`config.mk`:
```
export PLATFORM = sky130hd
export DESIGN_NAME = rename_queue
export DESIGN_NICKNAME = d
export VERILOG_FILES = /design/src/rtl/rename_queue.sv
export SDC_FILE = /design/constraint.sdc
export NUM_CORES = 2
export LEC_CHECK = 0
export BUFFER_PORTS_ARGS = -buffer_cell sky130_fd_sc_hd__buf_2
export CORE_ASPECT_RATIO = 1.5
export CORE_UTILIZATION = 35
export CTS_BUF_LIST = sky130_fd_sc_hd__clkbuf_16
export CTS_CLUSTER_DIAMETER = 200
export DETAILED_ROUTE_END_ITERATION = 10
export SLEW_MARGIN = 20
export SYNTH_ARGS = -nofsm -noshare
export SYNTH_HDL_FRONTEND = slang
export SYNTH_SLANG_ARGS = --single-unit
```
`constraint.sdc`:
```
create_clock -name clock -period 26.5 [get_ports clock]
set_clock_uncertainty 0.05 [all_clocks]
set_input_delay 5.3 -clock clock [delete_from_list [all_inputs] [get_ports clock]]
set_output_delay 5.3 -clock clock [all_outputs]
set_load 0.02 [all_outputs]
```
`src/rtl/rename_queue.sv`:
```
// Rename queue: multi-lane decoupling FIFO between decode and the rename mapping table.
// Valid push lanes are compacted in order; up to WIDTH oldest uops are presented and popped per cycle.
`ifndef RENAME_WIDTH
`define RENAME_WIDTH 4
`endif
`ifndef ARF_INT_INDEX_SIZE
`define ARF_INT_INDEX_SIZE 5
`endif

module rename_queue #(
  parameter int WIDTH         = `RENAME_WIDTH,
  parameter int DEPTH         = 8,
  parameter int PAYLOAD_WIDTH = 64,
  parameter int IDX_W         = `ARF_INT_INDEX_SIZE
) (
  input  logic                                 clock,
  input  logic                                 reset,
  input  logic                                 flush,
  input  logic [WIDTH-1:0]                     in_valid,
  input  logic [WIDTH-1:0][IDX_W-1:0]          in_rs1,
  input  logic [WIDTH-1:0][IDX_W-1:0]          in_rs2,
  input  logic [WIDTH-1:0][IDX_W-1:0]          in_rd,
  input  logic [WIDTH-1:0]                     in_rd_valid,
  input  logic [WIDTH-1:0][PAYLOAD_WIDTH-1:0]  in_payload,
  output logic                                 in_ready,
  output logic [WIDTH-1:0]                     out_valid,
  output logic [WIDTH-1:0][IDX_W-1:0]          out_rs1,
  output logic [WIDTH-1:0][IDX_W-1:0]          out_rs2,
  output logic [WIDTH-1:0][IDX_W-1:0]          out_rd,
  output logic [WIDTH-1:0]                     out_rd_valid,
  output logic [WIDTH-1:0][PAYLOAD_WIDTH-1:0]  out_payload,
  input  logic                                 out_ready,
  output logic [$clog2(DEPTH+1)-1:0]           count
);
  localparam int PTR_W = $clog2(DEPTH);
  localparam int CNT_W = $clog2(DEPTH+1);

  typedef struct packed {
    logic [IDX_W-1:0]         rs1;
    logic [IDX_W-1:0]         rs2;
    logic [IDX_W-1:0]         rd;
    logic                     rd_valid;
    logic [PAYLOAD_WIDTH-1:0] payload;
  } entry_t;

  entry_t                      mem_q [DEPTH];
  logic [PTR_W-1:0]            head_q, head_d, tail_q, tail_d;
  logic [CNT_W-1:0]            count_q, count_d, push_cnt, pop_cnt;
  logic [WIDTH-1:0][PTR_W-1:0] slot_off;
  logic                        push, pop;

  // in_ready depends on registered occupancy only, never on out_ready
  assign in_ready = (CNT_W'(DEPTH) - count_q) >= CNT_W'(WIDTH);
  assign push     = in_ready && (|in_valid) && !flush;
  assign pop      = out_ready && !flush;
  assign pop_cnt  = !pop ? '0 : ((count_q < CNT_W'(WIDTH)) ? count_q : CNT_W'(WIDTH));

  // Slot offset of each lane = number of valid lanes below it (compaction)
  always_comb begin
    push_cnt = '0;
    slot_off = '0;
    for (int i = 0; i < WIDTH; i++) begin
      slot_off[i] = PTR_W'(push_cnt);
      push_cnt    = push_cnt + CNT_W'(in_valid[i]);
    end
  end

  always_comb begin
    head_d  = head_q;
    tail_d  = tail_q;
    count_d = count_q;
    if (flush) begin
      head_d  = '0;
      tail_d  = '0;
      count_d = '0;
    end else begin
      if (pop)  head_d = head_q + PTR_W'(pop_cnt);
      if (push) tail_d = tail_q + PTR_W'(push_cnt);
      count_d = count_q + (push ? push_cnt : '0) - pop_cnt;
    end
  end

  always_ff @(posedge clock) begin
    if (reset) begin
      head_q  <= '0;
      tail_q  <= '0;
      count_q <= '0;
    end else begin
      head_q  <= head_d;
      tail_q  <= tail_d;
      count_q <= count_d;
    end
  end

  // Storage has no reset; stale slots stay hidden behind out_valid
  always_ff @(posedge clock) begin
    if (push) begin
      for (int i = 0; i < WIDTH; i++) begin
        if (in_valid[i]) begin
          mem_q[tail_q + slot_off[i]] <= '{rs1: in_rs1[i], rs2: in_rs2[i], rd: in_rd[i],
                                          rd_valid: in_rd_valid[i], payload: in_payload[i]};
        end
      end
    end
  end

  for (genvar g = 0; g < WIDTH; g++) begin : g_lane
    entry_t lane_e;
    assign out_valid[g]    = count_q > CNT_W'(g);
    assign lane_e          = out_valid[g] ? mem_q[head_q + PTR_W'(g)] : '0;
    assign out_rs1[g]      = lane_e.rs1;
    assign out_rs2[g]      = lane_e.rs2;
    assign out_rd[g]       = lane_e.rd;
    assign out_rd_valid[g] = lane_e.rd_valid;
    assign out_payload[g]  = lane_e.payload;
  end

  assign count = count_q;

endmodule

```
==> flow_summary.ini <==
[yosys]
seq_area_frac_synth = 0.3284
synthArstFlopShare = 0
synth.net_count = 6475
netlist.area_leader.share = 0.3241
synth-edff-count = 640
yosysWarnings = 0
yosys-top-cells-count = nor2_1, o22ai_1, a21oi_1
syn_area_per_cell_sq_um = 9.689
syn_inst = 6121
synth_top_area_cell = edfxtp_1
synthTopCellsByArea = edfxtp_1, mux4_2, o22ai_1, nor2_1, a21oi_1
yosysMostFrequentCell = nor2_1
ys.flop_type = edfxtp_1
synth_cell_types = 54
netlist_area_sq_mm = 0.05931
synth-seq-cells = 653

[critical_path]
cp-end-kind = output pin
crit_path_start = head_q[0]$_SDFFE_PP0N_
cpPeakStageDelay_ns = 0.90
crit_required_ns = 21.15
reg2reg_depth = 8
startpoint_type = flip-flop
crit_top_cell = buf_4
path_buf_inv = 4
crit_path_end = out_payload[232]
slowest_stage = dfxtp_4
cp_num_cells = 9
rrSetupSlack_ns = 21.21
cp_max_fo = 58
cp_top_family = buffers and inverters
crit_type = flip-flop to output pin
critPathArrivalTime_ns = 6.11
path_cells = clkinv_1 -> ha_4 -> xnor2_2 -> buf_4 -> buf_4 -> mux4_2 -> mux2i_1 -> nor2_1 -> buf_2
r2r-start = tail_q[0]$_SDFFE_PP0N_
r2r-end = mem_q[1][45]$_DFFE_PP_

[timing]
maxSlewViolCount = 0
fin_crit_sh = 0.4323
max_freq_ghz = 0.08730
rsz0062_at_grt = false
hold_viol = 0
tns_ns = 0
finalWorstSetupSlack_ns = 15.04
layout_min_cycle_time_ns = 11.46
setup_viol = 0
hold_slack_ns = 0.5550
tightest_slew_ns = 1.325
slew_headroom = 0.1165

[global_route]
grt_max_degree = 140
grtUsageTotal = 0.3566
grt_pass1_vias = 59768
grt_pass1_wl_mm = 442.6
grt_overflow = 0
antenna_found_initial = 105

[floorplanning]
start_util = 0.3534
fp.dieW_um = 338.1
core-area_sq_mm = 0.1678
die_area_sq_mm = 0.1711
ios = 657
num_rows = 184
die_h_um = 506.2

[cts]
ctsRootBufferMaster = clkbuf_16
clk-insertion-delay-late_ns = 0.71
clock_sinks = 653
clockBufferDepth = 3
cts_tree = done
cts_resized = 0
clk_pin_slew_worst_paths_ns = 0.06
holdBufCountCts = 0
cts_buffers = 76
htree_levels = 3
cts_post_setup_buffers_inserted = 0

[pwr]
ir_drop_uv = 83.01
p_sw_mw = 2.381
fin_total_pwr_mw = 5.026
combPwrFrac = 0.496
p_per_area_mw_per_mm2 = 75.57
p_sw_frac = 0.4737
seq_power_share = 0.287
intPower_mw = 2.645
p_leak_nw = 21.44
clkPwrFrac = 0.217

[drt]
vias = 63304
vias_per_cell = 7.410
first_pass_iters = 11
wl_per_cell_um = 37.53
route.detailed.drc = 6
final_antenna_net_count = 0
wl_mm = 320.6
drtIter0Drc = 12625

[status]
status = finished with violations
violations = design-rule violations

[finish]
fillers = 16209
area_delta_synth_final_pct = 12.15
multiInputGateArea_sq_mm = 0.03711
instances_no_fill = 8543
drive_gt1_frac = 0.2561
register_area_sq_mm = 0.01950
nNetsFinal = 6554

[place]
hpwl_mm = 187.4
place_inst = 8350
pre_cts_ws_ns = 15.83
gp_congestion = 0.9332
numPortBuffers = 656

[worst_hold_path]
hp-class = flip-flop to flip-flop

[run]
drv_cap = 0
==> sequential cells by signal, summed over array words and instances, names as in the netlist, named ones only <==
signal  cells
head_q      3
count       4
tail_q      3
mem_q     640
==> stage by stage <==
stage,util,area (sq um)
final,0.3963,66510
after CTS,0.3949,66270
after detailed placement,0.3804,63850
after floorplan,-,59310
after global placement,0.3804,63850
after global routing,0.3957,66410
==> kinds of logic (layout without fill, tap and decap cells) <==
kind of cell    after synthesis  in the layout  synth area share
xor+xnor                     16             16          0.002848
other cells                   0             52                 0
buf+inv                     817            955           0.05276
mux                         992            992            0.2964
fa+ha+maj                    26             26          0.006624
compound gates             2030           2030            0.2036
simple gates               1587           1587            0.1094
flops                       653            653            0.3284
==> how the worst min path moves through the flow <==
stage / startpoint / to / slack, ns / cells after the start
after floorplan: tail_q[0]$_SDFFE_PP0N_ / tail_q[0]$_SDFFE_PP0N_ / 0.48 / 2
after global placement: tail_q[0]$_SDFFE_PP0N_ / tail_q[0]$_SDFFE_PP0N_ / 0.53 / 2
after detailed placement: tail_q[0]$_SDFFE_PP0N_ / tail_q[0]$_SDFFE_PP0N_ / 0.53 / 2
after CTS: tail_q[0]$_SDFFE_PP0N_ / tail_q[0]$_SDFFE_PP0N_ / 0.54 / 2
after global routing: tail_q[0]$_SDFFE_PP0N_ / tail_q[0]$_SDFFE_PP0N_ / 0.59 / 2
final: tail_q[0]$_SDFFE_PP0N_ / tail_q[0]$_SDFFE_PP0N_ / 0.56 / 2
==> final cells by class <==
cell class	instances	area share
Sequential cell	653	0.2932
Clock buffer	79	0.02972
Inverter	23	0.001298
Tap cell	2232	0.04199
Timing Repair Buffer	795	0.06714
Multi-Input combinational cell	4651	0.5579
Clock inverter	58	0.006791
Antenna cell	52	0.001956
==> metal layers <==
metal,part of all wire,GRT usage
met4,0.080,0.2345
met3,0.17,0.1538
met5,0.0019,0.0008333
met2,0.43,0.5313
met1,0.32,0.4169
==> placed cells by master, fill, tap and decap left out, types with 79 or more instances in the layout <==
master	instances
nor2_1	1119
and3_1	159
buf_2	656
nand2_1	254
clkbuf_16	79
mux2i_1	353
a21oi_1	714
o22ai_1	1118
mux4_2	608
edfxtp_1	640
a211oi_1	160
buf_4	127
==> worst reg2reg max path, cell delays in order (launching register included) <==
cell	delay (ns)
dfxtp_1	0.38
ha_1	0.25
fa_1	0.43
xnor3_4	1.09
buf_4	0.99
nand2_4	0.61
buf_4	0.71
a21oi_1	0.36
o22ai_1	0.11
==> power groups by stage <==
stage	registers, mW	clock network, mW	logic, mW
finish	1.44	1.09	2.49
global route	1.45	1.12	2.54
CTS	1.44	1.08	2.41
detailed placement	1.46	0	2.40
global placement	1.45	0	2.38
floorplan	1.42	0	1.46
Note: power is estimated with default switching activity, not from simulation.
